### config.mk
export PLATFORM = sky130hd
export DESIGN_NAME = serial_adder
export DESIGN_NICKNAME = d
export VERILOG_FILES = /design/src/rtl/serial_adder.sv
export SDC_FILE = /design/constraint.sdc
export NUM_CORES = 1
export LEC_CHECK = 0
export ABC_AREA = 1
export CAP_MARGIN = 20
export CORE_MARGIN = 2
export CORE_UTILIZATION = 50
export DETAILED_ROUTE_END_ITERATION = 10
export PLACE_DENSITY = 0.84
export REMOVE_ABC_BUFFERS = 1
export SETUP_SLACK_MARGIN = 0.1
export SLEW_MARGIN = 30
export SYNTH_ARGS = -nofsm -noshare
export SYNTH_HDL_FRONTEND = slang
export SYNTH_HIERARCHICAL = 1
export SYNTH_SLANG_ARGS = --single-unit
### constraint.sdc
create_clock -name clk_in -period 1.4 [get_ports clk_in]
set_input_delay 0.28 -clock clk_in [delete_from_list [all_inputs] [get_ports clk_in]]
set_output_delay 0.28 -clock clk_in [all_outputs]
set_load 0.005 [all_outputs]
### src/rtl/serial_adder.sv
// Bit-serial adder: one full-adder cell, LSB first, WIDTH cycles per add.
// Also reports final carry and two's-complement overflow.
module full_adder (
    input  logic a,
    input  logic b,
    input  logic ci,
    output logic s,
    output logic co
);
    assign s  = a ^ b ^ ci;
    assign co = (a & b) | (ci & (a ^ b));
endmodule

module serial_adder #(
    parameter int WIDTH = 16
) (
    input  logic             clk_in,
    input  logic             reset_n_in,
    input  logic             start_in,
    input  logic [WIDTH-1:0] a_in,
    input  logic [WIDTH-1:0] b_in,
    input  logic             c_in,
    output logic             ready_out,
    output logic             busy_out,
    output logic             done_out,
    output logic [WIDTH-1:0] sum_out,
    output logic             c_out,
    output logic             overflow_out
);
    localparam int CW = (WIDTH > 1) ? $clog2(WIDTH) : 1;

    typedef enum logic [1:0] {IDLE, RUN, DONE} state_t;

    state_t state_q, state_d;

    logic [WIDTH-1:0] a_q, b_q, res_q;
    logic [CW-1:0]    cnt_q;
    logic             carry_q, c_out_q, ovf_q;
    logic             load, last;
    logic             fa_s, fa_co;

    full_adder u_fa (
        .a  (a_q[0]),
        .b  (b_q[0]),
        .ci (carry_q),
        .s  (fa_s),
        .co (fa_co)
    );

    assign last = (cnt_q == CW'(WIDTH - 1));

    always_ff @(posedge clk_in or negedge reset_n_in) begin
        if (!reset_n_in) state_q <= IDLE;
        else             state_q <= state_d;
    end

    always_comb begin
        state_d   = state_q;
        load      = 1'b0;
        ready_out = 1'b0;
        busy_out  = 1'b0;
        done_out  = 1'b0;
        unique case (state_q)
            IDLE: begin
                ready_out = 1'b1;
                if (start_in) begin
                    load    = 1'b1;
                    state_d = RUN;
                end
            end
            RUN: begin
                busy_out = 1'b1;
                if (last) state_d = DONE;
            end
            DONE: begin
                ready_out = 1'b1;
                done_out  = 1'b1;
                // back-to-back accept straight from DONE
                if (start_in) begin
                    load    = 1'b1;
                    state_d = RUN;
                end else begin
                    state_d = IDLE;
                end
            end
            default: state_d = IDLE;
        endcase
    end

    always_ff @(posedge clk_in or negedge reset_n_in) begin
        if (!reset_n_in) begin
            a_q     <= '0;
            b_q     <= '0;
            res_q   <= '0;
            cnt_q   <= '0;
            carry_q <= 1'b0;
            c_out_q <= 1'b0;
            ovf_q   <= 1'b0;
        end else if (load) begin
            a_q     <= a_in;
            b_q     <= b_in;
            carry_q <= c_in;
            cnt_q   <= '0;
        end else if (state_q == RUN) begin
            a_q     <= a_q >> 1;
            b_q     <= b_q >> 1;
            res_q   <= {fa_s, res_q[WIDTH-1:1]};
            carry_q <= fa_co;
            if (last) begin
                c_out_q <= fa_co;
                // carry into MSB vs carry out of MSB
                ovf_q   <= carry_q ^ fa_co;
            end else begin
                cnt_q   <= cnt_q + CW'(1);
            end
        end
    end

    assign sum_out      = res_q;
    assign c_out        = c_out_q;
    assign overflow_out = ovf_q;
endmodule

# Word level (Yosys, flattened, before mapping)
# Cells that the tools add are included.
# op_classes
addsub	1
n_eq_ne	6
n_mux	18
bitwise_logic	7
reduce_logical	7
# ops
operator	count
2-to-1 mux 16 bit	4
2-to-1 mux 4 bit	3
2-to-1 mux 1 bit	8
inequality test 2 bit, second input constant	3
case mux 2 bit (3 select lines)	1
AND reduction 2 bit	3
adder 4 x 1 -> 4 bit, second input constant	1
equality test 4 bit, second input constant	1
2-to-1 mux 2 bit	2
AND reduction 3 bit	1
XOR 1 bit	3
AND 1 bit	2
equality test 2 x 1 -> 1 bit, second input constant	1
equality test 2 bit, second input constant	1
logical NOT 2 bit	1
nonzero test 2 bit	1
OR reduction 2 bit	1
inverter 1 bit	1
bitwise OR 1 bit	1
# word_totals
regBits	57
input_bits	36
output_inout_bits	21
elab_cells	47

# Longest topological paths before layout
# Gate-level depths: netlist (run 1).
# logic_depth
ltp_word	5
mapped_depth	7
mapped_depth_nobuf	7

# By module
# Netlist (run 1), hierarchy kept.
# by_module_without_submodules
module	n_inst	cells_each	area_each_um2	seq_area_each_um2
serial_adder	1	291	2481.1	1426.4
full_adder	1	1	20.0	0.0

# Worst setup path before layout (run 1)
# Ideal clock, no wire load.
# synth_path
path_type	reg-to-reg
from	register a_q[0]
to	register ovf_q, in the netlist overflow_out
setup_time_ns	0.120
arrival_ns	1.097
required_ns	1.280
path_slack_ns	0.182
path_stages_with_launch	5
path_buffers	0
period_less_slack_ns	1.218
path_cell_list	dfrtp_1 fa_1 xor2_1 nand2_1 nand2_1
# synth_via
elab_chain_cells	4
elab_cells_between_ends	5
classes_between	bitwise (5)
# synth_lines
item	line	source
from (decl)	36	logic [WIDTH-1:0] a_q, b_q, res_q;
from (signal assigned)	100	a_q <= a_in;
from (signal assigned)	105	a_q <= a_q >> 1;
XOR 1 bit	11	assign co = (a & b) | (ci & (a ^ b));
AND 1 bit	11	
bitwise OR 1 bit *	11	
via fa_co	40	logic fa_s, fa_co;
XOR 1 bit *	112	ovf_q <= carry_q ^ fa_co;
to (signal assigned)	112	
to (decl)	38	logic carry_q, c_out_q, ovf_q;
# Mark *: on every way through the listed nets, which the timed path passes. The rest lies on a longest branch.
# A chain may end at the register's enable or synchronous reset.

# Worst setup path after layout (run 1)
# layout_path
from	register state_q[1]
to	output busy_out
# layout_via
elab_chain_cells	2
# layout_lines
item	line	source
from (decl)	34	state_t state_q, state_d;
from (signal assigned)	54	else state_q <= state_d;
equality test 2 x 1 -> 1 bit	63	unique case (state_q)
2-to-1 mux 1 bit	63	
to (decl)	24	output logic busy_out,
# Every way passes these cells.

==> reports/summary.md, run 1 <==
The die boundary width is 74.73 µm. In this run the register-to-register setup slack is 0.04 ns. CTS saw 57 sinks. In the post-synthesis netlist, the cell with the most instances is nand2_1. Data arrives at the worst endpoint at 1.10 ns. The tree is rooted in a clkbuf_8. The clock-pin slew of the registers on the worst-case setup and hold paths works out to 0.06 ns.

The cell row count was 25. In the routed design, unresolved DRC markers number 0. The number of antenna violations at the first check in global routing is 0, and the share of cells above drive strength 1 is 0.2115. The proportion of register bits with asynchronous set or reset after synthesis came out at 1.000. The mux contribution to synthesized area was 0; the wire length of the first global-routing pass was 9.749 mm. STA classifies the critical path startpoint as a register.

The clock network latency to the later pin of the worst-skew pair is 0.35 ns, and the quantity of I/O buffers inserted on ports is 56. Together, buffers and inverters on the worst path number 2. Critical-path cell with the highest stage delay: dfrtp_1.

Walking the worst path, the cells encountered are buf_6 > nor2_4 > buf_6. The global route total overflow is 0, and the post-layout net count is 417. Ranked by total cell area, the synthesized netlist is headed by dfrtp_1 57%, nand2_1 16%, o21ai_0 6.8%, nor2_1 3.3%, a21oi_1 3.2%. Power spread over the standard cell area amounts to 2103 nW/µm².

Static timing analysis puts the maximum clock frequency at 722.4 MHz. The die covers 5584 µm². The final setup violation count is 0.

Total clock buffers created by CTS: 9. Once placement finished, the instance area stood at 3211 µm². Broken down by cell family, the worst path's largest delay share belongs to flip-flops. Subtracting the final worst setup slack from the clock period gives 1.384 ns.

The vertical die dimension is 74.73 µm, and the number of standard cells in the final layout excluding fillers is 450. In this run the worst path has a maximum fanout of 2. The portion of synthesized cell area occupied by the leading cell type was 0.5703; the total via count in the routed design was 2319.

The tightest min-delay check is of the input port to asynchronous set/reset pin type. Routed wire length per instance: 14.38 µm. With fillers left out, the area of the finished cells amounts to 3736 µm². Clock skew on the completed layout was measured at 0.008257 ns. After synthesis, the largest family of logic cells by area is simple AND/OR/NAND/NOR gates. Counting flops with a built-in enable in the synthesized netlist gives 0. The worst reg2reg path depth came out at 7. After synthesis, the most frequently instantiated cells are 108 x nand2_1, 57 x dfrtp_1, 34 x o21ai_0. Each instance of the synthesized netlist takes up on average 8.566 µm².

The end of the worst register-to-register path was b_q[6]. The global-route usage over all layers is 0.2351, and the flip-flop and latch count after synthesis is 57. Summed over all layers, the routed wires come to 6.472 mm.

The share of synthesized cell area in full adder, half adder and majority cells was 0.01301. The total iterations of the first detailed-routing run is 4. The number of hold violations in the final report was 0.

The largest stage delay on the critical path was 0.40 ns. Largest area contributor in the netlist: dfrtp_1. The worst register-to-register path begins at state_q[1]. The tools report the sequential area share after synthesis as 0.5703.

The share of the clock period used by the worst path after layout was 0.9888. The logs give 3 for the H-tree depth reported by CTS and 58 for the pin count of the biggest net entering global routing. The total area inside the core boundary comes to 4786 µm². Area fraction in compound gates after synthesis: 0.1226.

The most common cell type on the critical path is buf_6. In this run, the number of DRC markers left after iteration 0 of detailed routing was 161. For the number of instances in the synthesized netlist, the log shows 292.

The most used flip-flop cell after synthesis was dfrtp_1. The worst setup path is of the register to primary output kind. Setup repair after global routing could not meet its margin everywhere.

The XOR/XNOR share of the synthesized area is 0.003502. The initial core utilization came out at 0.5226. TritonCTS built the clock tree. The area growth from synthesis to layout is 49.37%. The maximum number of buffers from clock root to sink is 2, and the max-slew headroom at the worst pin is 0.7926. The worst vdd rail ir drop came out at 1.118 mV.

Max-cap violations in this run came to 0. The via density per instance is 5.153, and the max-slew violation total from the final report is 0. The run gives 2224 as the number of global-route vias before repair. In this run the worst setup path begins at state_q[1]. The tools report the total standard cell area after synthesis as 2501 µm². Data on the critical path is required at its endpoint by 1.12 ns.

For this design the static power due to leakage is 0.001807 µW. The synthesized netlist contains 24 unique library cells. The detail route stage leaves a number of antenna-violating nets equal to 0. At the placement stage, the worst setup path has a slack of -0.09965 ns. The kind of end point of the critical path was a primary output. For this run, the number of Yosys warnings is 6. 0 antenna diodes ended up in the layout. The flow ran to the end, and the final reports show no timing, DRC or antenna violations.

The logs give 3.677 mm for the detailed placement HPWL and 57 for the number of ports placed on the die boundary. The number of placed instances, taps included came out at 415. Across all setup checks in the final design, the least slack found is 0.01571 ns.

The routability-driven placement congestion ratio is 0.7594, and the area fraction in and, or, nand and nor cells after synthesis is 0.2366. For the pin with the worst max-slew slack, the measured transition is 0.3102 ns.
==> stage by stage <==
| step | setup TNS (ns) | hold slack, ns | util | power, µW |
|---|---|---|---|---|
| 3_3_place_gp | -1.520 | 0.3007 | 0.6709 | 5584 |
| 4_1_cts | 0 | 0.4789 | 0.7414 | 7386 |
| 5_1_grt | -0.07813 | 0.5039 | 0.7807 | 8441 |
| 2_1_floorplan | 0 | -0.01559 | - | 4424 |
| 3_5_place_dp | -2.284 | 0.3036 | 0.6709 | 5742 |
| 6_report | 0 | 0.4490 | 0.7807 | 7857 |
==> per-layer routing <==
layer,track usage,part of all wire,vias up
li1,-,-,1114
met1,0.2914,0.40,1102
met2,0.3845,0.53,83
met3,0.04953,0.044,20
met4,0.1329,0.030,0
met5,0,0,-
==> how the worst max path moves through the flow <==
| stage | endpoint | depth (start not counted) | slack (ns) |
|---|---|---|---|
| 2_1_floorplan | cnt_q[2] | 7 | 0.04 |
| 5_1_grt | b_q[6] | 7 | -0.06 |
| 3_5_place_dp | b_q[14] | 6 | -0.1 |
| 6_report | busy_out | 3 | 0.02 |
| 4_1_cts | done_out | 4 | 0.03 |
| 3_3_place_gp | b_q[14] | 5 | -0.07 |
==> cell families after synthesis <==
logic type / count (synthesis)
buf+inv: 27
xor+xnor: 1
flops: 57
fa+ha+maj: 2
compound gates: 61
simple gates: 144
==> flip-flops by register name (all words and copies together), names as in the netlist <==
name,cells
overflow_out,1
carry_q,1
c_out,1
sum_out,16
a_q,16
state_q,2
b_q,16
cnt_q,4
==> worst reg2reg max path: cells and delay by family, from the launching register on <==
kind | cells | cell delay (ns)
compound gates | 2 | 0.32
buf+inv | 4 | 0.45
flops | 1 | 0.40
simple gates | 1 | 0.07
==> layout by cell type, fill, tap and decap left out, types with 6 or more instances in the layout <==
master	count
buf_6	9
clkdlybuf4s50_1	34
o21ai_2	6
buf_12	6
dlygate4sd2_1	16
nand2_1	105
a21oi_1	15
dfrtp_1	57
inv_1	8
clkbuf_8	12
nor2_1	17
o21ai_1	20
o21ai_0	18
buf_4	17
==> repair_timing <==
action	in CTS	in global routing
setup endpoints to repair	31	35
setup buffers	14	2
hold endpoints to repair	57	0
pin swaps	3	5
cloned	0	3
hold buffers	1	0
resized for setup	56	41
==> report_power, final <==
part	leakage, µW	switching, µW	internal (µW)
Clock	0.0000980	641	767
Combinational	0.00101	1860	1680
Sequential	0.000702	502	2410
==> area by class of cell <==
| type | count | area, µm² |
|---|---|---|
| flip-flops and latches | 57 | 1426 |
| multi-input cells | 209 | 1077 |
| fillers | 307 | 1050 |
| repair buffers | 88 | 894.6 |
| clock buffers | 12 | 165.2 |
| well taps | 67 | 83.83 |
| inverters | 14 | 73.82 |
| clock inverters | 3 | 15.01 |
Note: power is estimated with default switching activity, not from simulation.
==> run 2, diff against run 1 <==
--- a/config.mk
+++ b/config.mk
@@ -8,9 +8,9 @@
 export ABC_AREA = 1
 export CAP_MARGIN = 20
 export CORE_MARGIN = 2
-export CORE_UTILIZATION = 50
+export CORE_UTILIZATION = 53
 export DETAILED_ROUTE_END_ITERATION = 10
-export PLACE_DENSITY = 0.84
+export PLACE_DENSITY = 0.88
 export REMOVE_ABC_BUFFERS = 1
 export SETUP_SLACK_MARGIN = 0.1
 export SLEW_MARGIN = 30
==> constraint.sdc (replaced) <==
create_clock -name clk_in -period 1.6 [get_ports clk_in]
set_input_delay 0.32 -clock clk_in [delete_from_list [all_inputs] [get_ports clk_in]]
set_output_delay 0.32 -clock clk_in [all_outputs]
set_load 0.005 [all_outputs]
==> run 2 against run 1 <==
Effect of this change:
- final cell count shrank 5.6%
- sequential cell count is the same
- largest cell class unchanged
- clock power shrank 13%
- highest routed layer unchanged
- total power shrank 20%
- critical path type unchanged
- routed wire length shrank 13%
- combinational power shrank 27%
- clock skew grew 0.0017 ns
- critical path depth grew 1
- via count shrank 2.4%
- register-to-register slack gained 0.19 ns
- sequential power shrank 14%
==> reports/summary.md, run 2 (synthesized netlist as in run 1, its figures left out) <==
The flow ran to the end, and the final reports show no timing, DRC or antenna violations. The via density per instance works out to 5.327. The final setup violation count is 0, and the clock-pin slew of the registers on the worst-case setup and hold paths is 0.07 ns. The logs give 3.661 mm for the detailed placement HPWL and 0 for the count of antenna-violating nets left after detailed routing. In the detailed route, the total length drawn on met2 is 2.804 mm. TritonCTS created 9 clock buffers. At the pin with the least slew margin, the transition time is 0.2989 ns. Leaving out filler cells and counting taps, the final layout contains 425. For this design the ratio of total power to cell area is 1831 nW/µm².

Clock skew on the completed layout was measured at 0.009976 ns. The leading cell type in the layout, fill and taps excluded is nand2_1. The run gives 3967 µW as the internal power. The logs give 357 µm for the met3 wire length and 0.7885 for the routability-driven placement congestion ratio. For the max-slew violation total from the final report, the log shows 0.

The final period demand of the worst path came out at 1.434 ns. The area of the die came out at 5285 µm². The depth of the worst hold-timing path works out to 2. After detailed routing, the average wire length per cell comes to 13.23 µm. The share of the clock period used by the worst path after layout came out at 0.8965.

Worst vdd rail ir drop: 0.8737 mV. Setup repair after global routing left no endpoint under its margin. The clock network latency to the later pin of the worst-skew pair is 0.33 ns, and the global route total overflow is 0. Adding up every negative setup slack in the final design gives 0 ns.

The tools report the max-cap violation count as 0. The net count of the finished layout is 407. For the maximum operating frequency, the log shows 697.2 MHz. Worst hold-check path type: register to register. The routed layout has 2264 vias. For this design the top-level I/O count stands at 57.

After the first detailed-routing iteration, the DRC count stood at 221. The root buffer cell chosen for the clock tree is clkbuf_8. For the total inserted antenna cells, the log shows 0.

The clock power share came out at 0.194. The net switching power of the design was 2321 µW. Entering global routing, the biggest net connects 58 pins. The maximum number of buffers from clock root to sink is 2, and the cell row count is 24. Compared with the post-synthesis result, the final layout area differs by 37.27%. In this run the top signal layer used is met4. Measured along the x axis, the die boundary spans 72.70 µm. In the final routing, the length of wire on met1 measures 2.406 mm.

STA classifies the critical path endpoint as a primary output. Share of cells above drive strength 1: 0.1367. For the data arrival at the endpoint of the critical path, the log shows 1.11 ns. Number of antenna violations at the first check in global routing: 0.

The tools report the number of global-route vias before repair as 2270. The logs give 0.397 for the sequential power share and 57 for the TritonCTS sink count. TritonCTS built the clock tree. The quantity of I/O buffers inserted on ports works out to 56. Once placement completed, the tool counted placed cells totaling 394. The switching share of power works out to 0.3691. In the layout the commonest cells are 108 x nand2_1, 56 x dfrtp_1, 34 x o21ai_0, 34 x clkdlybuf4s50_1, 21 x nor2_1.

The tools report the portion of total power attributed to combinational logic as 0.408. The logs give 0.2396 for the global-route usage over all layers and 0.001754 µW for the static leakage power. The initial core utilization was 0.5628. The DRC violation count after routing is 0. The max-slew headroom at the worst pin was 0.8008; the count of fill cells added during filler insertion was 318. The setup path with the least slack is of type register to primary output. The run gives 3134 µm² as the total cell area at the placement stage. The H-tree was split into 3 levels. The region available for standard cell placement spans 4444 µm². Summed area of non-filler cells in the final layout: 3433 µm².

The vertical die dimension is 72.70 µm. The first global-routing pass estimated 9.680 mm of wire. Worst hold margin: 0.4835 ns. Startpoint type of the worst setup path: a register. Data on the critical path is required at its endpoint by 1.28 ns. The total iterations of the first detailed-routing run is 4, and the number of hold violations in the final report is 0. The worst reg2reg path depth is 7. The overall routed net length came out at 5.623 mm. In this run the worst path has a maximum fanout of 2.
## run 2: changes by cell type in the layout (fill, tap and decap cells not counted), moves of 4 or more
cell	delta
o21ai_0	+16
o21ai_2	-6
nor2_1	+4
buf_6	-8
o21ai_1	-10
dlymetal6s2s_1	+4
## run 2: what timing repair did
item,CTS,global route
gates resized for setup,22,7
hold buffers,1,0
setup buffers,12,3
setup endpoints to repair,20,8
hold endpoints to repair,39,0
## run 2: path summary, 6_finish.rpt
check	from	endpoint	slack (ns)
max	state_q[1]	done_out	0.17
min	a_q[5]	a_q[5]	0.48
max reg2reg	state_q[1]	cnt_q[3]	0.23
min reg2reg	a_q[5]	a_q[5]	0.48
max in group asynchronous	reset_n_in	a_q[0]	0.83
min in group asynchronous	reset_n_in	sum_out[9]	0.52
## run 2: critical path, cell delays in order, from the launching register on
cell and delay [ns]:
dfrtp_2 0.43, buf_4 0.15, inv_2 0.06, nor2_2 0.03
buf_2 0.11
## run 2: layout make-up
class,count,area [µm²],area share
tap,52,65.06,0.01895
multi-input combinational,208,942.2,0.2744
clock inverter,3,15.01,0.004373
timing repair buffer,79,758.2,0.2208
sequential,57,1428,0.4158
clock buffer,12,165.2,0.04810
inverter,14,60.06,0.01749
## run 2: per-layer routing
metal	vias to the layer above	GRT usage
li1	1089	-
met1	1080	0.2959
met2	85	0.4091
met3	10	0.06630
met4	0	0.07613
met5	-	0
## run 2: power groups by stage
stage | combinational, µW | sequential (µW) | clock, µW
floorplan | 1410 | 2460 | 0
global placement | 2300 | 2510 | 0
detailed placement | 2430 | 2540 | 0
CTS | 2530 | 2490 | 1230
global route | 2930 | 2570 | 1310
finish | 2570 | 2500 | 1220
## run 2: metrics by stage
stage	utilization	setup WS, ns	power [µW]
after detailed placement	0.7052	0.03741	4968
after floorplan	-	0.2436	3871
after global placement	0.7052	0.07819	4808
final	0.7725	0.1656	6288
after global routing	0.7725	0.09805	6810
after CTS	0.7638	0.1012	6255
